==> config.mk <==
export PLATFORM = sky130hd
export DESIGN_NAME = link_supervisor
export DESIGN_NICKNAME = d
export VERILOG_FILES = /design/src/rtl/link_supervisor.sv
export SDC_FILE = /design/constraint.sdc
export NUM_CORES = 1
export LEC_CHECK = 0
export BUFFER_PORTS_ARGS = -buffer_cell sky130_fd_sc_hd__buf_2
export CORE_MARGIN = 1.5
export CORE_UTILIZATION = 49
export DETAILED_ROUTE_END_ITERATION = 10
export PLACE_DENSITY = 0.79
export SETUP_SLACK_MARGIN = 0.05
export SLEW_MARGIN = 10
export SYNTH_ARGS = -nofsm -noshare
export SYNTH_HDL_FRONTEND = slang
export SYNTH_SLANG_ARGS = --single-unit
==> constraint.sdc <==
create_clock -name sysclk -period 2.52 [get_ports sysclk]
set_input_delay 0.252 -clock sysclk [delete_from_list [all_inputs] [get_ports sysclk]]
set_output_delay 0.252 -clock sysclk [all_outputs]
set_load 0.1 [all_outputs]
==> src/rtl/link_supervisor.sv <==
// Link-level controller: header validation, accept strobe, frame watchdog and
// the IDLE/RUN/FAULT/ESTOP state machine that gates joint enables and reply header.
module link_supervisor #(
  parameter int          JOINTS         = 5,
  parameter int          TIMEOUT_CYCLES = 4800000,
  parameter int          MISS_LIMIT     = 3,
  parameter logic [31:0] HEADER_RX      = 32'h74697277
) (
  input  logic              sysclk,
  input  logic              reset,
  input  logic              frame_valid,
  input  logic [31:0]       header_rx,
  input  logic [JOINTS-1:0] joint_enable_req,
  input  logic              estop_req,
  input  logic              estop_clear,
  output logic              frame_accept,
  output logic [JOINTS-1:0] joint_enable,
  output logic [31:0]       header_tx,
  output logic [1:0]        link_state,
  output logic              link_timeout,
  output logic              error,
  output logic [7:0]        bad_frame_count
);

  localparam int          WD_W     = $clog2(TIMEOUT_CYCLES + 1);
  localparam logic [31:0] HDR_DATA = 32'h64617461;
  localparam logic [31:0] HDR_ESTP = 32'h65737470;

  typedef enum logic [1:0] {
    S_IDLE  = 2'd0,
    S_RUN   = 2'd1,
    S_FAULT = 2'd2,
    S_ESTOP = 2'd3
  } state_t;

  state_t            state;
  state_t            nxt;
  logic [WD_W-1:0]   wd_cnt;
  logic [3:0]        miss_cnt;
  logic              good;
  logic              bad;
  logic              wd_expire;
  logic              miss_reach;

  function automatic logic [7:0] sat_inc8(input logic [7:0] v);
    return (v == 8'hFF) ? v : v + 8'd1;
  endfunction

  function automatic logic [3:0] sat_inc_miss(input logic [3:0] v);
    return ({1'b0, v} >= 5'(MISS_LIMIT)) ? v : v + 4'd1;
  endfunction

  assign good       = frame_valid && (header_rx == HEADER_RX);
  assign bad        = frame_valid && (header_rx != HEADER_RX);
  assign wd_expire  = (wd_cnt == WD_W'(TIMEOUT_CYCLES - 1));
  assign miss_reach = bad && (({1'b0, miss_cnt} + 5'd1) >= 5'(MISS_LIMIT));

  // Next-state decision; estop dominates, and a good frame beats watchdog expiry.
  always_comb begin
    nxt = state;
    if (estop_req) begin
      nxt = S_ESTOP;
    end else begin
      case (state)
        S_IDLE:  if (good) nxt = S_RUN;
        S_RUN:   if (!good && (wd_expire || miss_reach)) nxt = S_FAULT;
        S_FAULT: if (estop_clear) nxt = S_IDLE;
        S_ESTOP: if (estop_clear) nxt = S_IDLE;
        default: nxt = S_IDLE;
      endcase
    end
  end

  always_ff @(posedge sysclk) begin
    if (reset) begin
      state           <= S_IDLE;
      wd_cnt          <= '0;
      miss_cnt        <= '0;
      frame_accept    <= 1'b0;
      joint_enable    <= '0;
      header_tx       <= HDR_DATA;
      link_timeout    <= 1'b0;
      error           <= 1'b1;
      bad_frame_count <= '0;
    end else begin
      state        <= nxt;
      frame_accept <= good;
      joint_enable <= joint_enable_req & {JOINTS{nxt == S_RUN}};
      header_tx    <= (nxt == S_ESTOP) ? HDR_ESTP : HDR_DATA;
      link_timeout <= (nxt == S_FAULT);
      error        <= (nxt != S_RUN);

      if (good || state != S_RUN || nxt != S_RUN)
        wd_cnt <= '0;
      else
        wd_cnt <= wd_cnt + 1'b1;

      if (good || nxt != state)
        miss_cnt <= '0;
      else if (bad)
        miss_cnt <= sat_inc_miss(miss_cnt);

      if (bad)
        bad_frame_count <= sat_inc8(bad_frame_count);
    end
  end

  assign link_state = state;

endmodule

* Yosys cells after proc, flatten, opt, wreduce, memory -nomap -nowiden
Index checks and enable logic that the tools add are counted.
** Operators by class
- Shift operators :: 0
- Add/subtract/negate cells :: 4
- Magnitude comparators :: 2
- Muxes and demuxes :: 6
- Divide/modulo/power cells :: 0
- Eq/ne operators :: 13
- Reduce and logical (&&, ||, !) cells :: 15
- Bitwise logic cells :: 3
- Multiply operators :: 0
** Operator list (count)
- $eq A32 B31 Y1 const B :: 1
- $ne A32 B31 Y1 const B :: 1
- $mux W25 :: 1
- $add A23 B1 Y23 const B :: 1
- $eq A23 B23 Y1 const B :: 1
- $add A8 B1 Y8 const B :: 1
- $eq A2 B2 Y1 const B :: 4
- $eq A8 B8 Y1 const B :: 1
- $mux W2 :: 4
- $pmux W2 S3 :: 1
- $reduce_or A2 Y1 :: 3
- $add A4 B1 Y5 const B :: 1
- $and A5 B5 Y5 :: 1
- $ge A5 B2 Y1 const B :: 1
- $add A4 B1 Y4 const B :: 1
- $eq A2 B1 Y1 const B :: 2
- $ge A4 B2 Y1 const B :: 1
- $logic_and A1 B1 Y1 :: 4
- $logic_or A1 B1 Y1 :: 4
- $ne A2 B1 Y1 const B :: 2
- $reduce_and A2 Y1 :: 2
- $logic_not A2 Y1 :: 1
- $ne A2 B2 Y1 :: 1
- $not A1 Y1 :: 2
- $logic_not A1 Y1 :: 1
** Word-level totals
- Word-level logic and storage cells :: 52
- Output and inout bits :: 50
- Bits in writable memories :: 0
- Memories :: 0
- Latch bits :: 0
- Register bits after elaboration :: 77
- ROM bits :: 0
- Input bits :: 42

* Longest topological paths before layout
Gate-level depths: netlist of the first run.
- Depth in word-level cells :: 11
- Mapped depth :: 9
- Gate-level depth less buffers :: 7

* Worst setup path after synthesis of the first run
OpenSTA, ideal clock, no wires.
- Path type :: register -> register
- From :: register state[0], in the netlist link_state[0]
- To :: register wd_cnt[10]
- Buffers on the path :: 2
- Required time :: 2.456 ns
- Period minus slack after synthesis :: 2.416 ns
- Setup time :: 0.064 ns
- Stages on the path, launching flop included :: 7
- Arrival :: 2.353 ns
- Slack :: 0.104 ns
- Cells stage by stage :: dfxtp_1 > nand2b_1 > or3b_1 > or4b_1 > buf_2 > buf_6 > nor2_1
** Between the ends
- Word-level cells in the longest chain between the ends :: 7
- Elaborated cells on any way between the ends :: 15
- Those cells by class :: eq/ne (5); mux (5); reduce/logical (5)
** Ends and longest elaborated chain
- start, declared :: RTL line 36 : state_t state;
- start signal, assigned :: RTL line 86 : state <= nxt;
- $eq A2 B2 Y1 :: RTL line 64 : case (state)
- $reduce_or A2 Y1 (no source line)
- $pmux W2 S3 :: RTL line 64
- $mux W2 :: RTL line 61 : if (estop_req) begin
- $ne A2 B1 Y1 :: RTL line 93 : if (good || state != S_RUN || nxt != S_RUN)
- $logic_or A1 B1 Y1 (*) :: RTL line 93
- $reduce_or A2 Y1 (no source line) (*)
- end signal, assigned :: RTL line 96 : wd_cnt <= wd_cnt + 1'b1;
- end, declared :: RTL line 38 : logic [WD_W-1:0] wd_cnt;
Every way passes the cells marked *; elsewhere a longest branch is shown, timed or not.
A chain may end at the register's enable or synchronous reset.

* Worst setup path after layout of the first run
- From :: register miss_cnt[0]
- To :: register wd_cnt[4]
** Between the ends
- Word-level cells in the longest chain between the ends :: 11
** Ends and longest elaborated chain
- start, declared :: RTL line 39 : logic [3:0] miss_cnt;
- start signal, assigned :: RTL line 101 : miss_cnt <= sat_inc_miss(miss_cnt);
- $add A4 B1 Y5 :: RTL line 56 : assign miss_reach = bad && (({1'b0, miss_cnt} + 5'd1) >= 5'(MISS_LIMIT));
- $ge A5 B2 Y1 :: RTL line 56
- $logic_and A1 B1 Y1 :: RTL line 56
- $logic_or A1 B1 Y1 :: RTL line 66 : S_RUN: if (!good && (wd_expire || miss_reach)) nxt = S_FAULT;
- $logic_and A1 B1 Y1 :: RTL line 66
- $mux W2 :: RTL line 66
- $pmux W2 S3 :: RTL line 64
- $mux W2 :: RTL line 61
- $ne A2 B1 Y1 :: RTL line 93
- $logic_or A1 B1 Y1 :: RTL line 93
- $reduce_or A2 Y1 (no source line)
No other way between the ends.

==> results by group, run 1 <==
Critical path
  • Critical Path Source Type: register
  • CP peak stage delay: 0.53 ns
  • Reg2Reg Setup Slack: 0.35 ns
  • CP max-delay cell: or4b_1
  • CP Data Required Time: 2.74 ns
  • Worst EP arrival: 2.38 ns
  • Critical path type: register to register
  • Most frequent CP cell: nor2_1
  • CP Cell Sequence: inv_1 > ha_1 > nor2_1 > o31ai_1 > a21oi_1 > or4b_1 > buf_4 > nor2_1
  • Crit-path max FO: 23
  • Critical Path Sink Type: register

Die
  • Number of core rows: 25
  • DIE AREA: 0.00540 mm^2
  • Die Wd: 73.5 um
  • Initial core utilization: 51.2%
  • Core Region: 0.00475 mm^2
  • Die Y: 73.5 um
  • # IOs: 92

Finish
  • Final nets: 382
  • Area grow syn2layout: 14.2%
  • Fraction of layout cells with a size suffix above 1: 24.0%
  • Ant. Diodes: 0

Yosys
  • Ys Warns: 0
  • Async SR Flop Fraction: 0%
  • Synthesized area: 0.00243 mm^2
  • Avg Cell Area, Syn: 8.82 um^2
  • Ys flop type: dfxtp_1
  • Number of synthesized flops with an enable pin: 0
  • Seq/Total Area, Yosys: 38.6%
  • Syn Inst Count: 276
  • Cell variety after synth: 43
  • Seq cells post-synth: 47

Clock network
  • Clk buf depth: 2
  • H-Tree Level Count: 2
  • Clock Latency Late Sink: 0.28 ns
  • Worst-path clk slew: 0.08 ns
  • CTS root buffer: clkbuf_8
  • CTS tree: yes
  • Number of buffers created by CTS: 5
  • Post-CTS sizing: 0
  • Post-CTS Setup Inserts: 0
  • CTS Sinks: 47
  • CTS Hold Bufs: 0

Global routing
  • Number of global-route vias before repair: 1777
  • Final global-route overflow total: 0
  • First-pass GRT wire length: 7.36 mm
  • Global-route usage over all layers: 17.1%
  • Largest net degree at the start of global routing: 24
  • Antenna violations before repair: 0

Route
  • Vias after detailed routing: 1998
  • Detail Route Antenna Nets: 0
  • Avg WL per Cell: 10.9 um
  • DRT Pass-1 Iters: 4
  • WL final: 4.40 mm
  • Post-DR vias/cell: 4.95
  • DRC Markers: 0
  • Iter 0 DRT Violations: 96

STA
  • Min Tclk post-route: 2.17 ns
  • Final-report max-slew violation count: 0
  • Setup WS post-layout: 0.354 ns
  • Setup_tns: 0 ns
  • Slew HR: 61.5%
  • Final setup fails: 0
  • Tcrit/Tclk final: 86.0%
  • Clk_skew: 0.00768 ns
  • FMAX: 0.462 GHz
  • Hold_ws: 0.168 ns
  • RSZ-0062 raised after global routing: no
  • Slew @ Worst Pin: 0.574 ns
  • Final hold vios: 0

Placed design
  • Pre-CTS WS: 0.374 ns
  • Routability cong.: 0.786
  • Post-DP HPWL: 3.37 mm
  • # port buffers: 64

Outcome
  • Status: finished, final reports clean

Pwr
  • Sw Share: 34.8%
  • Maximum vdd drop: 0.310 mV
  • Clock network fraction of total power: 29.4%
  • Sequential share of power: 47.1%
  • P_int: 1.06 mW
  • Combinational power share: 23.5%
  • Switch Pwr: 0.567 mW
  • Cell Pwr Density: 585 mW/mm^2
  • Leak: 1.11 nW

Job
  • Max-Cap Viols: 0

Worst hold path
  • Min-delay worst type: input pin to register
final cells by class:
type / count / area, um^2
Multi-Input combinational cell: 207 / 1280
Tap cell: 67 / 83.8
Inverter: 9 / 33.8
Timing Repair Buffer: 66 / 335
Clock inverter: 1 / 7.51
Sequential cell: 47 / 941
Clock buffer: 7 / 96.3
Fill cell: 434 / 1970
critical path, delay by kind of cell, from the launching register on:
| kind | cells | cell delay [ns] |
|---|---|---|
| AOI/OAI and AO/OA | 2 | 0.41 |
| adders and majority gates | 1 | 0.29 |
| buffers and inverters | 2 | 0.30 |
| DFF | 1 | 0.41 |
| and+or+nand+nor | 3 | 0.70 |
registers in the layout (all words and copies together) (netlist names):
name and count:
miss_cnt 4, bad_frame_count 8, link_timeout 1, joint_enable 5
error 1, link_state 2, header_tx 2, frame_accept 1
wd_cnt 23
synthesized netlist by cell type, drive strengths merged (6+ instances only):
cell type | count | area share, %
a21oi | 12 | 2.9
and2 | 8 | 2.1
and4 | 6 | 2.2
buf | 33 | 10
dfxtp | 47 | 39
inv | 9 | 1.4
nand2 | 10 | 1.5
nand3 | 11 | 2.3
nand4 | 10 | 2.6
nor2 | 31 | 5.1
nor3 | 7 | 1.4
nor4bb | 8 | 3.3
o21ai | 6 | 1.2
xnor2 | 16 | 5.8
xor2 | 6 | 2.2
path summary, 6_finish.rpt:
check,from,cells after the start,endpoint
min,joint_enable_req[2],2,joint_enable[2]
max,miss_cnt[0],8,wd_cnt[4]
max reg2reg,miss_cnt[0],8,wd_cnt[4]
min reg2reg,wd_cnt[0],1,wd_cnt[0]
cells in the final DEF (no fill, tap or decap), types with 8 or more instances in the layout:
cell type	count
a21oi_1	11
xnor2_1	16
nand2_1	10
inv_1	9
conb_1	27
nand4_1	10
nand3_1	11
nor4bb_1	8
dfxtp_1	47
nor2_1	28
and2_1	8
buf_2	64
logic make-up (layout without fill, tap and decap cells):
group	count (synthesis)	in the layout	share of synthesized area, %
fa+ha+maj	4	4	2.06
compound gates	32	32	8.53
simple gates	122	122	30.0
xor+xnor	22	22	7.91
buf+inv	47	83	12.5
flops	47	47	38.6
other cells	2	27	0.308
power groups by stage:
stage,Combinational (mW),Sequential (mW),Clock [mW]
after floorplan,0.282,0.866,0
after detailed placement,0.383,0.784,0
after global placement,0.380,0.783,0
final,0.383,0.766,0.479
after CTS,0.383,0.766,0.500
after global routing,0.398,0.768,0.526
metrics by stage:
stage	power [mW]	cell area [um^2]	instances	utilization, %
4_1_cts	1.65	2780	404	58.5
3_3_place_gp	1.16	2680	396	56.3
2_1_floorplan	1.15	2530	301	-
5_1_grt	1.69	2780	404	58.5
6_report	1.63	2780	404	58.5
3_5_place_dp	1.17	2680	396	56.3
metal layers:
metal,wire length (um),share of wire (%),global-route usage (%),vias to the layer above
li1,-,-,-,1037
met1,2090,47,21.8,897
met2,2050,47,28.9,62
met3,234,5.3,4.12,2
met4,34,0.77,4.32,0
met5,0,0,0,-
(Power assumes the default switching activity.)
==> inputs of run 2 (changes only) <==
Settings changed: CORE_ASPECT_RATIO set to 0.7.
==> run 2 against run 1 <==
Compared with the run above: non-clock buffer count unchanged; worst hold slack hardly changed; first-iteration DRC count increased by 56%; setup slack worse by 0.024 ns; clock power shrank 16%; die area up 0.13%; clock skew is 0.0016 ns higher; clock-buffer cell count is 1 lower; critical path type unchanged; critical endpoint is now wd_cnt[18]; largest cell class unchanged; highest routed layer unchanged.
==> results by group, run 2 (synthesized netlist as in run 1, its figures left out) <==
STA
  • Min Tclk post-route: 2.19 ns (+0.0237 ns)
  • Clk_skew: 0.00924 ns (+0.00156 ns)
  • Final setup fails: 0 (unchanged)
  • RSZ-0062 raised after global routing: no
  • Final-report max-slew violation count: 0 (unchanged)
  • Slew HR: 56.1% (-5.4 points)
  • Tcrit/Tclk final: 86.9% (+0.94 points)
  • Setup_tns: 0 ns (unchanged)
  • Final hold vios: 0 (unchanged)
  • FMAX: 0.457 GHz (-1.1%)
  • Slew @ Worst Pin: 0.649 ns (+0.0750 ns)

Global routing
  • First-pass GRT wire length: 7.53 mm (+2.3%)
  • Final global-route overflow total: 0 (unchanged)
  • Global-route usage over all layers: 17.7% (+0.63 points)
  • Largest net degree at the start of global routing: 24 (unchanged)
  • Antenna violations before repair: 0 (unchanged)
  • Number of global-route vias before repair: 1742 (-2.0%)

Finish
  • Largest registers: wd_cnt x23, bad_frame_count x8, joint_enable x5
  • Final nets: 382 (unchanged)
  • Largest register FFs: 23 (unchanged)
  • Most common cell after layout, fill and taps aside: buf_2
  • Ant. Diodes: 0 (unchanged)
  • Most flop-heavy register: wd_cnt
  • Area grow syn2layout: 13.0%
  • Core Util, Final: 57.5% (-0.94 points)
  • Sequential standard cell area: 941 um^2 (unchanged)
  • Most frequent cells in the layout: buf_2, dfxtp_1, nor2_1
  • Area of the multi-input gates: 0.00128 mm^2 (unchanged)
  • Fraction of layout cells with a size suffix above 1: 23.3% (-0.75 points)
  • Fillers: 455 (+4.8%)

Die
  • Die Y: 62.0 um (-16%)
  • Die Wd: 87.3 um (+19%)
  • # IOs: 92 (unchanged)
  • Core Region: 0.00478 mm^2 (+0.58%)
  • Number of core rows: 21 (-16%)
  • Initial core utilization: 50.9% (-0.29 points)
  • DIE AREA: 0.00541 mm^2 (+0.13%)

Route
  • DRC Markers: 0 (unchanged)
  • Iter 0 DRT Violations: 150 (+56%)
  • WL final: 4.77 mm (+8.3%)
  • DRT Pass-1 Iters: 4 (unchanged)
  • Vias after detailed routing: 2051 (+2.7%)
  • Avg WL per Cell: 11.8 um (+8.3%)
  • Detail Route Antenna Nets: 0 (unchanged)
  • Post-DR vias/cell: 5.08 (+2.7%)

Critical path
  • CP peak stage delay: 0.53 ns (about the same)
  • Critical Path Sink Type: register
  • Critical Path Source Type: register
  • CP Cell Sequence: inv_1 > ha_1 > nor2_1 > o31ai_1 > a21oi_1 > or4b_1 > buf_4 > nor2_1
  • Worst EP arrival: 2.42 ns (+0.04 ns)
  • CP max-delay cell: or4b_1
  • Critical path type: register to register
  • Crit-path max FO: 23 (unchanged)
  • Crit path max-delay family: simple AND/OR/NAND/NOR gates
  • Most frequent CP cell: nor2_1
  • CP Data Required Time: 2.75 ns (about the same)
  • Crit path buf inv count: 2 (unchanged)

Pwr
  • Leak: 1.10 nW (-1.2%)
  • Maximum vdd drop: 0.214 mV (-31%)
  • Combinational power share: 24.7% (+1.2 points)
  • Sw Share: 35.9% (+1.1 points)
  • Clock network fraction of total power: 26.0% (-3.4 points)
  • Sequential share of power: 49.3% (+2.2 points)
  • Switch Pwr: 0.559 mW (-1.4%)
  • Cell Pwr Density: 565 mW/mm^2 (-3.4%)
  • P_int: 0.997 mW (-6.1%)

Worst hold path
  • Min-delay worst type: input pin to register

Clock network
  • Post-CTS Setup Inserts: 0 (unchanged)
  • CTS Sinks: 47 (unchanged)
  • CTS Hold Bufs: 0 (unchanged)
  • Number of buffers created by CTS: 5 (unchanged)
  • Worst-path clk slew: 0.08 ns (about the same)
  • Clock Latency Late Sink: 0.29 ns (about the same)
  • Post-CTS sizing: 0 (unchanged)
  • Clk buf depth: 2 (unchanged)
  • H-Tree Level Count: 2 (unchanged)
  • CTS tree: yes
  • CTS root buffer: clkbuf_8

Placed design
  • # port buffers: 64 (unchanged)
  • Post-DP HPWL: 3.72 mm (+10%)
  • Routability cong.: 0.790 (+0.46%)

Outcome
  • Status: finished, final reports clean

Job
  • Max-Cap Viols: 0 (unchanged)
==> run 2: changes by cell type in the layout (fill, tap and decap cells not counted), sizes merged <==
cell	previous run	this run
clkbuf	7	6
clkinvlp	1	0
==> run 2: metrics by stage <==
stage / total power [mW] / instance area (um^2) / worst slack [ns] / hold WS (ns) / cells
after floorplan: 1.15 / 2530 / 0.104 / 0.324 / 301
after global placement: 1.16 / 2680 / 0.434 / 0.440 / 398
after detailed placement: 1.17 / 2680 / 0.347 / 0.460 / 398
after CTS: 1.56 / 2750 / 0.322 / 0.163 / 404
after global routing: 1.61 / 2750 / 0.129 / 0.159 / 404
final: 1.56 / 2750 / 0.330 / 0.168 / 404
==> run 2: path summary, 6_finish.rpt <==
| path | startpoint | to | slack (ns) | depth (start not counted) |
|---|---|---|---|---|
| worst max-delay path | miss_cnt[0] | wd_cnt[18] | 0.33 | 8 |
| worst min-delay path | joint_enable_req[3] | joint_enable[3] | 0.17 | 2 |
| worst max register to register | miss_cnt[0] | wd_cnt[18] | 0.33 | 8 |
| worst min register to register | wd_cnt[0] | wd_cnt[0] | 0.48 | 1 |
==> run 2: metal layers <==
layer | share of wire (%) | track usage, % | vias to the layer above
met5 | 0 | 0 | -
met1 | 50 | 23.8 | 943
met3 | 6.3 | 4.36 | 2
li1 | - | - | 1031
met4 | 0.57 | 4.08 | 0
met2 | 44 | 29.3 | 75
==> run 2: worst reg2reg max path, cell delays in order, from the launching register on <==
cell and delay [ns]:
dfxtp_1 0.41, inv_1 0.07, ha_1 0.29, nor2_1 0.04, o31ai_1 0.28, a21oi_1 0.15, or4b_1 0.53, buf_4 0.23
nor2_1 0.13
==> run 2: area by class of cell <==
class | count | area share, %
clock buffers | 6 | 2.64
inverters | 9 | 1.23
multi-input cells | 207 | 46.6
flip-flops and latches | 47 | 34.2
well taps | 69 | 3.14
repair buffers | 66 | 12.2
==> run 2: power by group through the flow <==
| stage | registers, mW | clock network [mW] | logic, mW |
|---|---|---|---|
| 6_report | 0.767 | 0.404 | 0.385 |
| 5_1_grt | 0.769 | 0.442 | 0.400 |
| 4_1_cts | 0.767 | 0.410 | 0.384 |
| 3_5_place_dp | 0.784 | 0 | 0.383 |
| 3_3_place_gp | 0.783 | 0 | 0.380 |
| 2_1_floorplan | 0.866 | 0 | 0.282 |
==> inputs of run 3 (changes only) <==
Settings changed: CTS_CLUSTER_DIAMETER set to 100, PLACE_DENSITY 0.79 to 0.88.
==> run 3 against run 2 <==
Compared with the run above: wire length fell by 3.5%; sequential share of layout area fell by 0.11 points; die area did not move; register-to-register slack improved by 0.04 ns; clock skew fell by 0.0040 ns; fmax rose by 1.8%.
==> results by group, run 3 (synthesized netlist as in run 1, its figures left out) <==
Critical path
  • Worst EP arrival: 2.38 ns (-0.04 ns)
  • CP Data Required Time: 2.74 ns (about the same)
  • Crit path max-delay family: simple AND/OR/NAND/NOR gates
  • Crit-path max FO: 23 (unchanged)
  • Critical R2R Launch: miss_cnt[0]
  • CP peak stage delay: 0.52 ns (about the same)
  • Most frequent CP cell: nor2_1
  • CP max-delay cell: or4b_1
  • Crit path buf inv count: 2 (unchanged)
  • CP Cell Sequence: inv_1 > ha_1 > nor2_1 > o31ai_1 > a21oi_1 > or4b_1 > buf_4 > nor2_1
  • CP startpoint: miss_cnt[0]
  • Critical Path Sink Type: register
  • Critical path type: register to register
  • Critical Path Source Type: register

Die
  • Die Y: 62.0 um (unchanged)
  • Initial core utilization: 50.9% (unchanged)
  • Core Region: 0.00478 mm^2 (unchanged)
  • Number of core rows: 21 (unchanged)
  • # IOs: 92 (unchanged)
  • Die Wd: 87.3 um (unchanged)
  • DIE AREA: 0.00541 mm^2 (unchanged)

Route
  • Vias after detailed routing: 2058 (+0.34%)
  • Iter 0 DRT Violations: 246 (+64%)
  • WL final: 4.60 mm (-3.5%)
  • DRT Pass-1 Iters: 4 (unchanged)
  • Detail Route Antenna Nets: 0 (unchanged)
  • Avg WL per Cell: 11.3 um (-4.0%)
  • Post-DR vias/cell: 5.07 (-0.15%)
  • DRC Markers: 0 (unchanged)

Finish
  • Largest registers: wd_cnt x23, bad_frame_count x8, joint_enable x5
  • Fillers: 433 (-4.8%)
  • Fraction of layout cells with a size suffix above 1: 23.4% (+0.16 points)
  • Most flop-heavy register: wd_cnt
  • Most frequent cells in the layout: buf_2, dfxtp_1, nor2_1
  • Final nets: 382 (unchanged)
  • Area of the multi-input gates: 0.00128 mm^2 (unchanged)
  • Sequential standard cell area: 941 um^2 (unchanged)
  • Most common cell after layout, fill and taps aside: buf_2
  • Largest register FFs: 23 (unchanged)
  • Core Util, Final: 57.7% (+0.18 points)
  • Area grow syn2layout: 13.4%
  • Ant. Diodes: 0 (unchanged)

Outcome
  • Status: finished, final reports clean

Placed design
  • Pre-CTS WS: 0.378 ns (+0.0313 ns)
  • # port buffers: 64 (unchanged)
  • Post-DP HPWL: 3.56 mm (-4.3%)
  • Routability cong.: 0.823 (+4.2%)

STA
  • Hold_ws: 0.163 ns (-0.00504 ns)
  • Clk_skew: 0.00522 ns (-0.00402 ns)
  • Final setup fails: 0 (unchanged)
  • Slew @ Worst Pin: 0.618 ns (-0.0319 ns)
  • Tcrit/Tclk final: 85.4% (-1.5 points)
  • Final-report max-slew violation count: 0 (unchanged)
  • Min Tclk post-route: 2.15 ns (-0.0390 ns)
  • Final hold vios: 0 (unchanged)
  • Slew HR: 58.3% (+2.2 points)
  • Setup_tns: 0 ns (unchanged)
  • Setup WS post-layout: 0.369 ns (+0.0390 ns)
  • FMAX: 0.465 GHz (+1.8%)
  • RSZ-0062 raised after global routing: no

Clock network
  • Clk buf depth: 2 (unchanged)
  • Post-CTS sizing: 0 (unchanged)
  • Worst-path clk slew: 0.08 ns (about the same)
  • CTS Hold Bufs: 0 (unchanged)
  • CTS root buffer: clkbuf_8
  • CTS Sinks: 47 (unchanged)
  • Number of buffers created by CTS: 5 (unchanged)
  • H-Tree Level Count: 2 (unchanged)
  • CTS tree: yes
  • Clock Latency Late Sink: 0.29 ns (about the same)
  • Post-CTS Setup Inserts: 0 (unchanged)

Global routing
  • Global-route usage over all layers: 17.3% (-0.39 points)
  • Largest net degree at the start of global routing: 24 (unchanged)
  • First-pass GRT wire length: 7.41 mm (-1.6%)
  • Final global-route overflow total: 0 (unchanged)
  • Number of global-route vias before repair: 1715 (-1.5%)
  • Antenna violations before repair: 0 (unchanged)

Pwr
  • Cell Pwr Density: 569 mW/mm^2 (+0.65%)
  • Maximum vdd drop: 0.206 mV (-3.7%)
  • Pwr Total: 1.57 mW (+0.97%)
  • Leak: 1.10 nW (+0.46%)

Job
  • Max-Cap Viols: 0 (unchanged)

Worst hold path
  • Min-delay worst type: input pin to register
  • Worst hold start: joint_enable_req[1]
## run 3: cell types whose count changed in the layout (fill, tap and decap cells not counted)
cell / previous run / this run
clkbuf_1: 1 / 2
clkinv_2: 0 / 1
## run 3: worst paths after layout
check,cells after the start,to,slack [ns]
setup reg to reg,8,wd_cnt[10],0.37
hold reg to reg,1,wd_cnt[0],0.46
hold / removal,2,joint_enable[1],0.16
setup / recovery,8,wd_cnt[10],0.37
## run 3: power by group
group | internal [mW] | leakage (nW) | total (mW) | switching, mW
sequential | 0.755 | 0.381 | 0.766 | 0.0112
clock | 0.195 | 0.0422 | 0.421 | 0.227
combinational | 0.0560 | 0.681 | 0.383 | 0.327
## run 3: worst register-to-register path, stage by stage, from the launching register on
cell	delay, ns
dfxtp_1	0.41
inv_1	0.06
ha_1	0.29
nor2_1	0.04
o31ai_1	0.26
a21oi_1	0.15
or4b_1	0.52
buf_4	0.23
nor2_1	0.14
## run 3: cell type report
cell class	count	area share, %
well taps	69	3.13
repair buffers	66	12.1
clock inverters	1	0.181
inverters	9	1.22
multi-input cells	207	46.5
flip-flops and latches	47	34.1
clock buffers	7	2.77
## run 3: routing by layer
layer / wire length (um) / GRT usage (%) / share of wire, %
met2: 2000 / 29.1 / 43
met3: 359 / 3.43 / 7.8
met1: 2210 / 23.1 / 48
met5: 0 / 0 / 0
met4: 25 / 4.99 / 0.54
## run 3: per-stage QoR
| stage | instance area, um^2 | std cells |
|---|---|---|
| after CTS | 2760 | 406 |
| after global routing | 2760 | 406 |
| after floorplan | 2530 | 301 |
| after global placement | 2680 | 398 |
| after detailed placement | 2680 | 398 |
| final | 2760 | 406 |
